**config.mk**
```make
export PLATFORM = sky130hd
export DESIGN_NAME = tachometer_multi
export DESIGN_NICKNAME = d
export VERILOG_FILES = /design/src/rtl/tachometer_multi.sv
export SDC_FILE = /design/constraint.sdc
export NUM_CORES = 1
export LEC_CHECK = 0
export ABC_AREA = 1
export CAP_MARGIN = 10
export CORE_AREA = 2 2 183 140
export DETAILED_ROUTE_END_ITERATION = 10
export DIE_AREA = 0 0 185 142
export GPL_TIMING_DRIVEN = 0
export HOLD_SLACK_MARGIN = 0.08
export PLACE_DENSITY = 0.84
export REMOVE_ABC_BUFFERS = 1
export SYNTH_ARGS = -nofsm -noshare
export SYNTH_HDL_FRONTEND = slang
export SYNTH_SLANG_ARGS = --single-unit
export TNS_END_PERCENT = 10
```
**constraint.sdc**
```tcl
create_clock -name clock -period 2.6 [get_ports clock]
set_input_delay 0.52 -clock clock [delete_from_list [all_inputs] [get_ports clock]]
set_output_delay 0.52 -clock clock [all_outputs]
set_load 0.005 [all_outputs]
```
**src/rtl/tachometer_multi.sv**
```systemverilog
// Multi-channel encoder tachometer: synchronised edge counting per channel over a fixed gate
// window, with latched per-window counts, a sample pulse and sticky saturation flags.
module tachometer_multi #(
    parameter int NUM_CHANNELS = 4,
    parameter int COUNT_WIDTH  = 32,
    parameter int CLOCK_FREQ   = 100000000,
    parameter int GATE_HZ      = 1000,
    parameter int SYNC_STAGES  = 2,
    parameter int EDGE_MODE    = 0
) (
    input  logic                                clock,
    input  logic                                system_reset,
    input  logic                                enable,
    input  logic [NUM_CHANNELS-1:0]             encoder_in,
    input  logic [NUM_CHANNELS-1:0]             clear_overflow,
    output logic [NUM_CHANNELS*COUNT_WIDTH-1:0] data_out,
    output logic                                sample_valid,
    output logic [NUM_CHANNELS-1:0]             overflow
);

    localparam int NUM_CLOCKS = CLOCK_FREQ / GATE_HZ;
    localparam int GATE_WIDTH = (NUM_CLOCKS > 1) ? $clog2(NUM_CLOCKS) : 1;
    localparam logic [GATE_WIDTH-1:0]  GATE_LAST = GATE_WIDTH'(NUM_CLOCKS - 1);
    localparam logic [COUNT_WIDTH-1:0] COUNT_MAX = '1;

    logic [SYNC_STAGES-1:0][NUM_CHANNELS-1:0] sync_q;
    logic [NUM_CHANNELS-1:0]                  sync;
    logic [NUM_CHANNELS-1:0]                  hist;
    logic [NUM_CHANNELS-1:0]                  pulse;
    logic [GATE_WIDTH-1:0]                    gate_count;
    logic                                     terminal;
    logic [NUM_CHANNELS-1:0][COUNT_WIDTH-1:0] pulse_count;
    logic [NUM_CHANNELS-1:0][COUNT_WIDTH-1:0] count_next;
    logic [NUM_CHANNELS-1:0]                  sat_hit;

    assign sync     = sync_q[SYNC_STAGES-1];
    assign pulse    = (EDGE_MODE == 1) ? (sync ^ hist) : (sync & ~hist);
    assign terminal = enable && (gate_count == GATE_LAST);

    // Saturating increment shared by the running count and the window-close latch.
    always_comb begin
        count_next = pulse_count;
        sat_hit    = '0;
        for (int i = 0; i < NUM_CHANNELS; i++) begin
            if (pulse[i]) begin
                if (pulse_count[i] == COUNT_MAX) begin
                    sat_hit[i] = 1'b1;
                end else begin
                    count_next[i] = pulse_count[i] + COUNT_WIDTH'(1);
                end
            end
        end
    end

    // NOTE: every register, including the sync chain, is cleared by reset so the first
    // window after release starts from a known state; all state updates use <= only.
    always_ff @(posedge clock) begin
        if (system_reset) begin
            sync_q       <= '0;
            hist         <= '0;
            gate_count   <= '0;
            pulse_count  <= '0;
            data_out     <= '0;
            sample_valid <= 1'b0;
            overflow     <= '0;
        end else begin
            sync_q       <= {sync_q[SYNC_STAGES-2:0], encoder_in};
            hist         <= sync;
            sample_valid <= terminal;
            // A saturating edge in the same cycle as a clear keeps the flag set.
            overflow     <= (overflow & ~clear_overflow) | (enable ? sat_hit : '0);
            if (!enable) begin
                gate_count  <= '0;
                pulse_count <= '0;
            end else if (terminal) begin
                gate_count  <= '0;
                data_out    <= count_next;
                pulse_count <= '0;
            end else begin
                gate_count  <= gate_count + GATE_WIDTH'(1);
                pulse_count <= count_next;
            end
        end
    end

endmodule

```
# ---- Word level (Yosys, flattened, before mapping)
# Index checks and enable logic that the tools add are counted.
dict set report op_classes {
  n_reduce_logical 3
  eq_ne 5
  bitwise 6
  n_shift 0
  n_lt_le_gt_ge 0
  mul 0
  muxes 17
  n_div 0
  addsub 5
}
# op count
set ops {}
lappend ops {{two-way mux 32 bit} 8}
lappend ops {{adder 32 x 1 -> 32 bit (second input constant)} 4}
lappend ops {{== test 32 bit (second input constant)} 4}
lappend ops {{adder 17 x 1 -> 17 bit (second input constant)} 1}
lappend ops {{== test 17 bit (second input constant)} 1}
lappend ops {{AND 4 bit} 2}
lappend ops {{two-way mux 1 bit} 8}
lappend ops {{inverter 4 bit} 2}
lappend ops {{two-way mux 4 bit} 1}
lappend ops {{bitwise OR 4 bit} 1}
lappend ops {{OR reduction 3 bit} 1}
lappend ops {{AND reduction 2 bit} 1}
lappend ops {{logical AND 1 bit} 1}
lappend ops {{inverter 1 bit} 1}
dict set report word_totals {
  rom_bits 0
  word_cells 47
  mem_bits_rw 0
  latchBits 0
  reg_bits 290
  input_bits 11
  output_inout_bits 133
  memories 0
}

# ---- Logic depth before layout (Yosys ltp)
# Gate-level depths: netlist of the first run.
dict set report logic_depth {
  depth_word 5
  ltp_mapped 13
  depth_no_buf 12
}

# ---- Least setup slack after synthesis of the first run
# No wires, ideal clock.
dict set report synth_path {
  kind {register to register}
  start {reg pulse_count[0] (netlist name)}
  end {reg data_out[4]}
  period_less_slack_ns 1.694
  stages_incl_launch_ff 13
  arrival_ns 1.585
  setup_time_ns 0.109
  n_path_buf 2
  t_required_ns 2.491
  slack_ns 0.906
  path_cell_list {dfxtp_1 > ha_1 > nand2_1 > nor2_2 > nand2_2 > nor2_4 > nand3_2 > buf_6 > buf_6 > nand3b_1 > nand3_1 > nand2_1 > inv_1}
}
dict set report synth_via {
  elab_chain_cells 3
  word_cells_on_any_way 4
  classes_between {1 x add/sub; 1 x eq/ne; 2 x mux}
}
# item line_no
set synth_rtl {}
lappend synth_rtl {{from (decl)} 32} ;# logic [NUM_CHANNELS-1:0][COUNT_WIDTH-1:0] pulse_count;
lappend synth_rtl {{from (signal assigned)} 81} ;# pulse_count <= count_next;
lappend synth_rtl {{adder 32 x 1 -> 32 bit or == test 32 bit (tied branches)} {49, 46}}
lappend synth_rtl {{two-way mux 32 bit *} 46} ;# if (pulse_count[i] == COUNT_MAX) begin
lappend synth_rtl {{two-way mux 32 bit *} 45} ;# if (pulse[i]) begin
lappend synth_rtl {{to (signal assigned)} 77} ;# data_out <= count_next;
lappend synth_rtl {{to (decl)} 16} ;# output logic [NUM_CHANNELS*COUNT_WIDTH-1:0] data_out,
# Mark *: on every way between the ends. The rest lies on a longest branch, timed or not.
# A chain may end at the register's enable or synchronous reset.

# ---- Worst setup path after layout of the first run
dict set report layout_path {
  start {in system_reset}
  end {reg gate_count[2]}
}
dict set report layout_via {
  elab_chain_cells 1
}
# item line_no
set layout_rtl {}
lappend layout_rtl {{from (decl)} 12} ;# input logic system_reset,
lappend layout_rtl {{OR reduction 3 bit (no line)} n/a}
lappend layout_rtl {{to (signal assigned)} 80} ;# gate_count <= gate_count + GATE_WIDTH'(1);
lappend layout_rtl {{to (decl)} 30} ;# logic [GATE_WIDTH-1:0] gate_count;
# No other way between the ends.

==> results of run 1 <==
cells in the final DEF, fill, tap and decap left out, types with 11 or more instances in the layout:
| cell type | count |
|---|---|
| a21oi_1 | 230 |
| nand3_1 | 202 |
| dfxtp_1 | 290 |
| clkbuf_16 | 29 |
| nand2_1 | 686 |
| nand4_1 | 49 |
| nor2_1 | 244 |
| nor3_1 | 22 |
| nand3b_1 | 55 |
| inv_1 | 388 |
| xnor2_1 | 11 |
| clkdlybuf4s50_1 | 142 |
final timing paths:
check,to,depth (start not counted)
setup / recovery,gate_count[2],9
hold / removal,sync[3],2
setup reg to reg,data_out[108],10
hold reg to reg,sync[0],2
state kept, by name, indices dropped and copies added (netlist names):
signal	count
data_out	128
pulse_count	128
gate_count	17
hist	4
overflow	4
sync	4
sync_q	4
sample_valid	1
area by class of cell:
class,count,area (um^2)
Clock buffer,37,825.8
Clock inverter,15,185.2
Fill cell,2094,6813
Inverter,394,1483
Multi-Input combinational cell,1570,7218
Sequential cell,290,5806
Tap cell,338,422.9
Timing Repair Buffer,162,1770
timing repair:
item / CTS / global route
endpoints found under the setup margin: 161 / 64
gates cloned: 3 / 0
pin swaps: 3 / 1
gates resized for setup: 6 / 2
buffers inserted: 5 / 1
logic make-up (layout without fill, tap and decap cells):
group	count (synthesis)	count (layout)	share of synthesized area, %
simple gates	1305	1308	38.01
buf+inv	480	608	13.61
flops	290	290	38.80
compound gates	238	238	8.045
xor+xnor	19	19	1.112
fa+ha+maj	5	5	0.4181
metrics by stage:
stage / setup TNS [ps] / setup WS (ps) / power, uW / hold slack, ps
after floorplan: -885950 / -3998 / 4615 / 388.3
after global placement: -1945000 / -8023 / 4690 / 390.4
after detailed placement: -163990 / -1040 / 4701 / 392.8
after CTS: -10.27 / -10.27 / 9077 / 354.2
after global routing: 0 / 54.12 / 9245 / 384.7
final: 0 / 206.6 / 9004 / 364.2
layer usage:
metal	vias to the layer above	wire [um]	GRT usage (%)
li1	7515	-	-
met1	6586	17530	39.31
met2	432	16860	47.57
met3	66	2271	3.301
met4	0	837	7.101
met5	-	0	0
worst max-delay path, stage by stage:
cell	delay [ps]
buf_6	330
buf_16	290
inv_1	330
buf_16	280
nand2_2	230
clkinvlp_4	230
buf_12	190
nand2_8	260
nor3b_1	100
power breakdown:
group          total (uW)  internal [uW]  switching [uW]
clock                4380           2630            1750
sequential           4460           4450            4.97
combinational         168           40.2             128
==> results.json, run 1 <==
{
  "skew_ps": 12.84,
  "worstPathRequired_ps": 3020,
  "rsz0062_at_grt": "false",
  "track_usage_pct": 28.44,
  "end_kind": "flop",
  "firstDrtPassIters": 6,
  "nNetsFinal": 2462,
  "clockBufferDepth": 3,
  "ant_nets": 0,
  "critPathLaunch": "system_reset",
  "yosys-top-cells-count": "nand2_1, inv_1, dfxtp_1, nor2_1, a21oi_1",
  "drc": 0,
  "cts_buffers": 28,
  "avgSynthCellArea_um2": 6.402,
  "peakVddDrop_uv": 583.9,
  "placed_area_um2": 16540,
  "ys_types": 35,
  "power_per_cell_area_nw_per_um2": 508.4,
  "r2r_start": "pulse_count[96]",
  "ys_seq_area_share_pct": 38.80,
  "portBuffers": 143,
  "grt_pass1_vias": 13420,
  "root_buffer": "clkbuf_16",
  "cts_hold_buf": 0,
  "cts_tree": "yes",
  "slew_viol_final": 0,
  "num_vias": 14600,
  "clock.fmax_mhz": 417.8,
  "drive_above_1_share_pct": 4.417,
  "dieHeight_um": 142,
  "numPlacedInstances": 2745,
  "finalCriticalPeriod_ps": 2393,
  "start_util_pct": 61.01,
  "clock_latency_ps": 550,
  "drv_cap": 0,
  "synth_largest_area_cell": "dfxtp_1",
  "grt_antenna_before_repair": 0,
  "clock-sinks": 290,
  "path_clk_slew_ps": 60,
  "period_share_pct": 92.05,
  "synth.top_cell.area_share_pct": 38.80,
  "antenna_cells": 0,
  "relSlewSlack_pct": 23.57,
  "wl_per_cell_um": 13.36,
  "netlist_instances": 2337,
  "gp_congestion": 0.9150,
  "grt_max_degree": 62,
  "via_per_inst": 5.203,
  "synth.area.top_cells": "dfxtp_1, nand2_1, inv_1, a21oi_1, nand3_1",
  "fin_cells": 2806,
  "core_um2": 24520,
  "final_hold_viol_count": 0,
  "die_w_um": 185,
  "final_util_pct": 72.22,
  "grt_pass1_wl_um": 62420,
  "worstSetupPathType": "input pin to flop",
  "min_from": "system_reset",
  "arrival_ps": 2810,
  "wirelength_um": 37500,
  "cts_max_level": 1,
  "yosys_warnings": 0,
  "gr-total-overflow": 0,
  "pin_count": 144,
  "areaGrowthSynthToFinish_pct": 18.37,
  "synth-seq-cells": 290,
  "synth_edf_count": 0,
  "yosys_most_used_dff": "dfxtp_1",
  "yosysMostFrequentCell": "nand2_1",
  "setup_viol_count_final": 0,
  "tightestPinTransition_ps": 1142,
  "status": "finished clean",
  "synth_async_sr_flop_share_pct": 0,
  "min_path_type": "input pin to flop",
  "fp-row-count": 50,
  "reg2reg_slack_ps": 320,
  "hpwl_um": 25940,
  "start_kind": "input pin",
  "crit_path_max_fanout": 61,
  "drt-initial-drc-count": 1088,
  "die-area_um2": 26270,
  "synth_area_um2": 14960,
  "final_cell_area_um2": 17710,
  "leakage_uw": 0.006688
}
Note: power is estimated with default switching activity, not from simulation.
==> run 2: changes to the inputs <==
Settings changed: CELL_PAD_IN_SITES_DETAIL_PLACEMENT from default to 2, CELL_PAD_IN_SITES_GLOBAL_PLACEMENT from default to 2, CORE_AREA 2 2 183 140 to 2 2 242 185, CTS_BUF_LIST from default to sky130_fd_sc_hd__clkbuf_4 sky130_fd_sc_hd__clkbuf_8, DIE_AREA 0 0 185 142 to 0 0 244 187, PLACE_DENSITY 0.84 to 0.86.
==> run 2 against run 1 <==
Global-route usage down 5.2 points. Via count up 6.1%. First-iteration DRC count down 50%. Clock power down 1%. Count of clock-buffer cells in the layout up 42. Combinational power down 3%. Sequential cell count unchanged. Non-clock buffer count unchanged. Cell area up 1.6%. Highest routed layer unchanged. Sequential share of layout area down 0.53 points. Die area up 74%. Cell count up 9.9%.
==> results.json, run 2 (same netlist as run 1, synthesis figures left out) <==
{
  "dieHeight_um": 187,
  "antenna_cells": 0,
  "end_kind": "flop",
  "drc": 0,
  "power_per_cell_area_nw_per_um2": 497.4,
  "grt_pass1_wl_um": 87780,
  "cts_hold_buf": 0,
  "via_per_inst": 5.021,
  "root_buffer": "clkbuf_8",
  "crit_slowest_cell": "dfxtp_1",
  "finalCriticalPeriod_ps": 2457,
  "nNetsFinal": 2483,
  "route.met3.wl_um": 1736,
  "final_util_pct": 41.22,
  "grt_max_degree": 80,
  "start_kind": "flop",
  "ant_nets": 0,
  "final_cell_mix": "nand2_1, inv_1, dfxtp_1",
  "numPlacedInstances": 2996,
  "cts_tree": "yes",
  "firstDrtPassIters": 4,
  "portBuffers": 143,
  "die_w_um": 244,
  "min_path_type": "input pin to flop",
  "largestRegisters": "data_out (128), pulse_count (128), gate_count (17)",
  "clock.fmax_mhz": 407.0,
  "crit_top_cell": "buf_16",
  "die-area_um2": 45630,
  "slew_viol_final": 0,
  "placed_area_um2": 16920,
  "wirelength_um": 53160,
  "num_vias": 15490,
  "fill_cells": 5262,
  "ff_latch_area_um2": 5806,
  "worstPathRequired_ps": 3090,
  "clock_latency_ps": 600,
  "multi_input_comb_area_um2": 7194,
  "drv_cap": 0,
  "pin_count": 144,
  "cts_max_level": 2,
  "fp-row-count": 67,
  "setup_ws_ps": 143.0,
  "cp_cell_sequence": "inv_1 -> nor4_1 -> nand3_2 -> nor2_4 -> buf_16 -> buf_16 -> buf_16 -> nand3_1 -> nand2_1 -> inv_1",
  "worst_path_largest_cell_delay_ps": 480,
  "path_clk_slew_ps": 60,
  "fin_cells": 3084,
  "final_hold_viol_count": 0,
  "gr-total-overflow": 0,
  "setup_viol_count_final": 0,
  "m1WireLength_um": 24920,
  "skew_ps": 18.02,
  "leakage_uw": 0.006723,
  "hpwl_um": 38250,
  "met2_length_um": 25430,
  "relSlewSlack_pct": 51.31,
  "layout_commonest_cell": "nand2_1",
  "worstSetupPathType": "flop to flop",
  "tightestPinTransition_ps": 727.7,
  "wl_per_cell_um": 17.24,
  "grt_antenna_before_repair": 0,
  "final_cell_area_um2": 18000,
  "crit_path_max_fanout": 22,
  "clockBufferDepth": 3,
  "dp_slack_ps": -964.5,
  "drive_above_1_share_pct": 5.725,
  "areaGrowthSynthToFinish_pct": 20.32,
  "core_um2": 43680,
  "grt_pass1_vias": 17110,
  "crit_family": "simple AND/OR/NAND/NOR gates",
  "highest_layer": "met4",
  "arrival_ps": 2950,
  "track_usage_pct": 23.23,
  "cts_buffers": 50,
  "crit_buf_inv": 5,
  "start_util_pct": 34.26,
  "status": "finished clean",
  "drt-initial-drc-count": 541,
  "peakVddDrop_uv": 299.8,
  "clock-sinks": 290,
  "gp_congestion": 0.8797,
  "timing.setup.tns_ps": 0,
  "period_share_pct": 94.50
}
==> run 2: final cells by class <==
| cell class | count | area share (%) |
|---|---|---|
| inverter | 394 | 8.215 |
| clock buffer | 79 | 5.449 |
| multi-input combinational | 1569 | 39.96 |
| clock inverter | 4 | 0.1112 |
| tap | 586 | 4.073 |
| timing repair buffer | 162 | 9.939 |
| sequential | 290 | 32.25 |
==> run 2: per-stage QoR <==
stage / hold slack, ps / power (uW)
finish: 367.2 / 8954
global route: 367.1 / 9301
CTS: 321.8 / 9123
detailed placement: 400.1 / 4722
global placement: 390.5 / 4703
floorplan: 388.3 / 4615
==> run 2: timing repair <==
| item | CTS | global route |
|---|---|---|
| endpoints found under the setup margin | 194 | 33 |
| pin swaps | 2 | 0 |
| gates resized for setup | 4 | 4 |
| cloned | 1 | 1 |
| buffers inserted | 2 | 0 |
==> run 2: routing by layer <==
metal	GRT usage (%)	vias up
met5	0	-
met4	5.840	0
met3	3.601	82
met2	40.96	190
met1	29.53	7686
li1	-	7528
==> run 2: final timing paths <==
check | slack (ps) | end | from | cells after the start
max | 140 | data_out[104] | gate_count[9] | 10
min reg2reg | 400 | sync[0] | sync_q[0] | 2
max reg2reg | 140 | data_out[104] | gate_count[9] | 10
min | 370 | sync_q[0] | system_reset | 2
==> run 2: where the power goes <==
group          internal [uW]  switching [uW]  leakage [uW]
Clock                   2360            1970      0.000540
Combinational           37.5             126       0.00385
Sequential              4450            5.67       0.00234
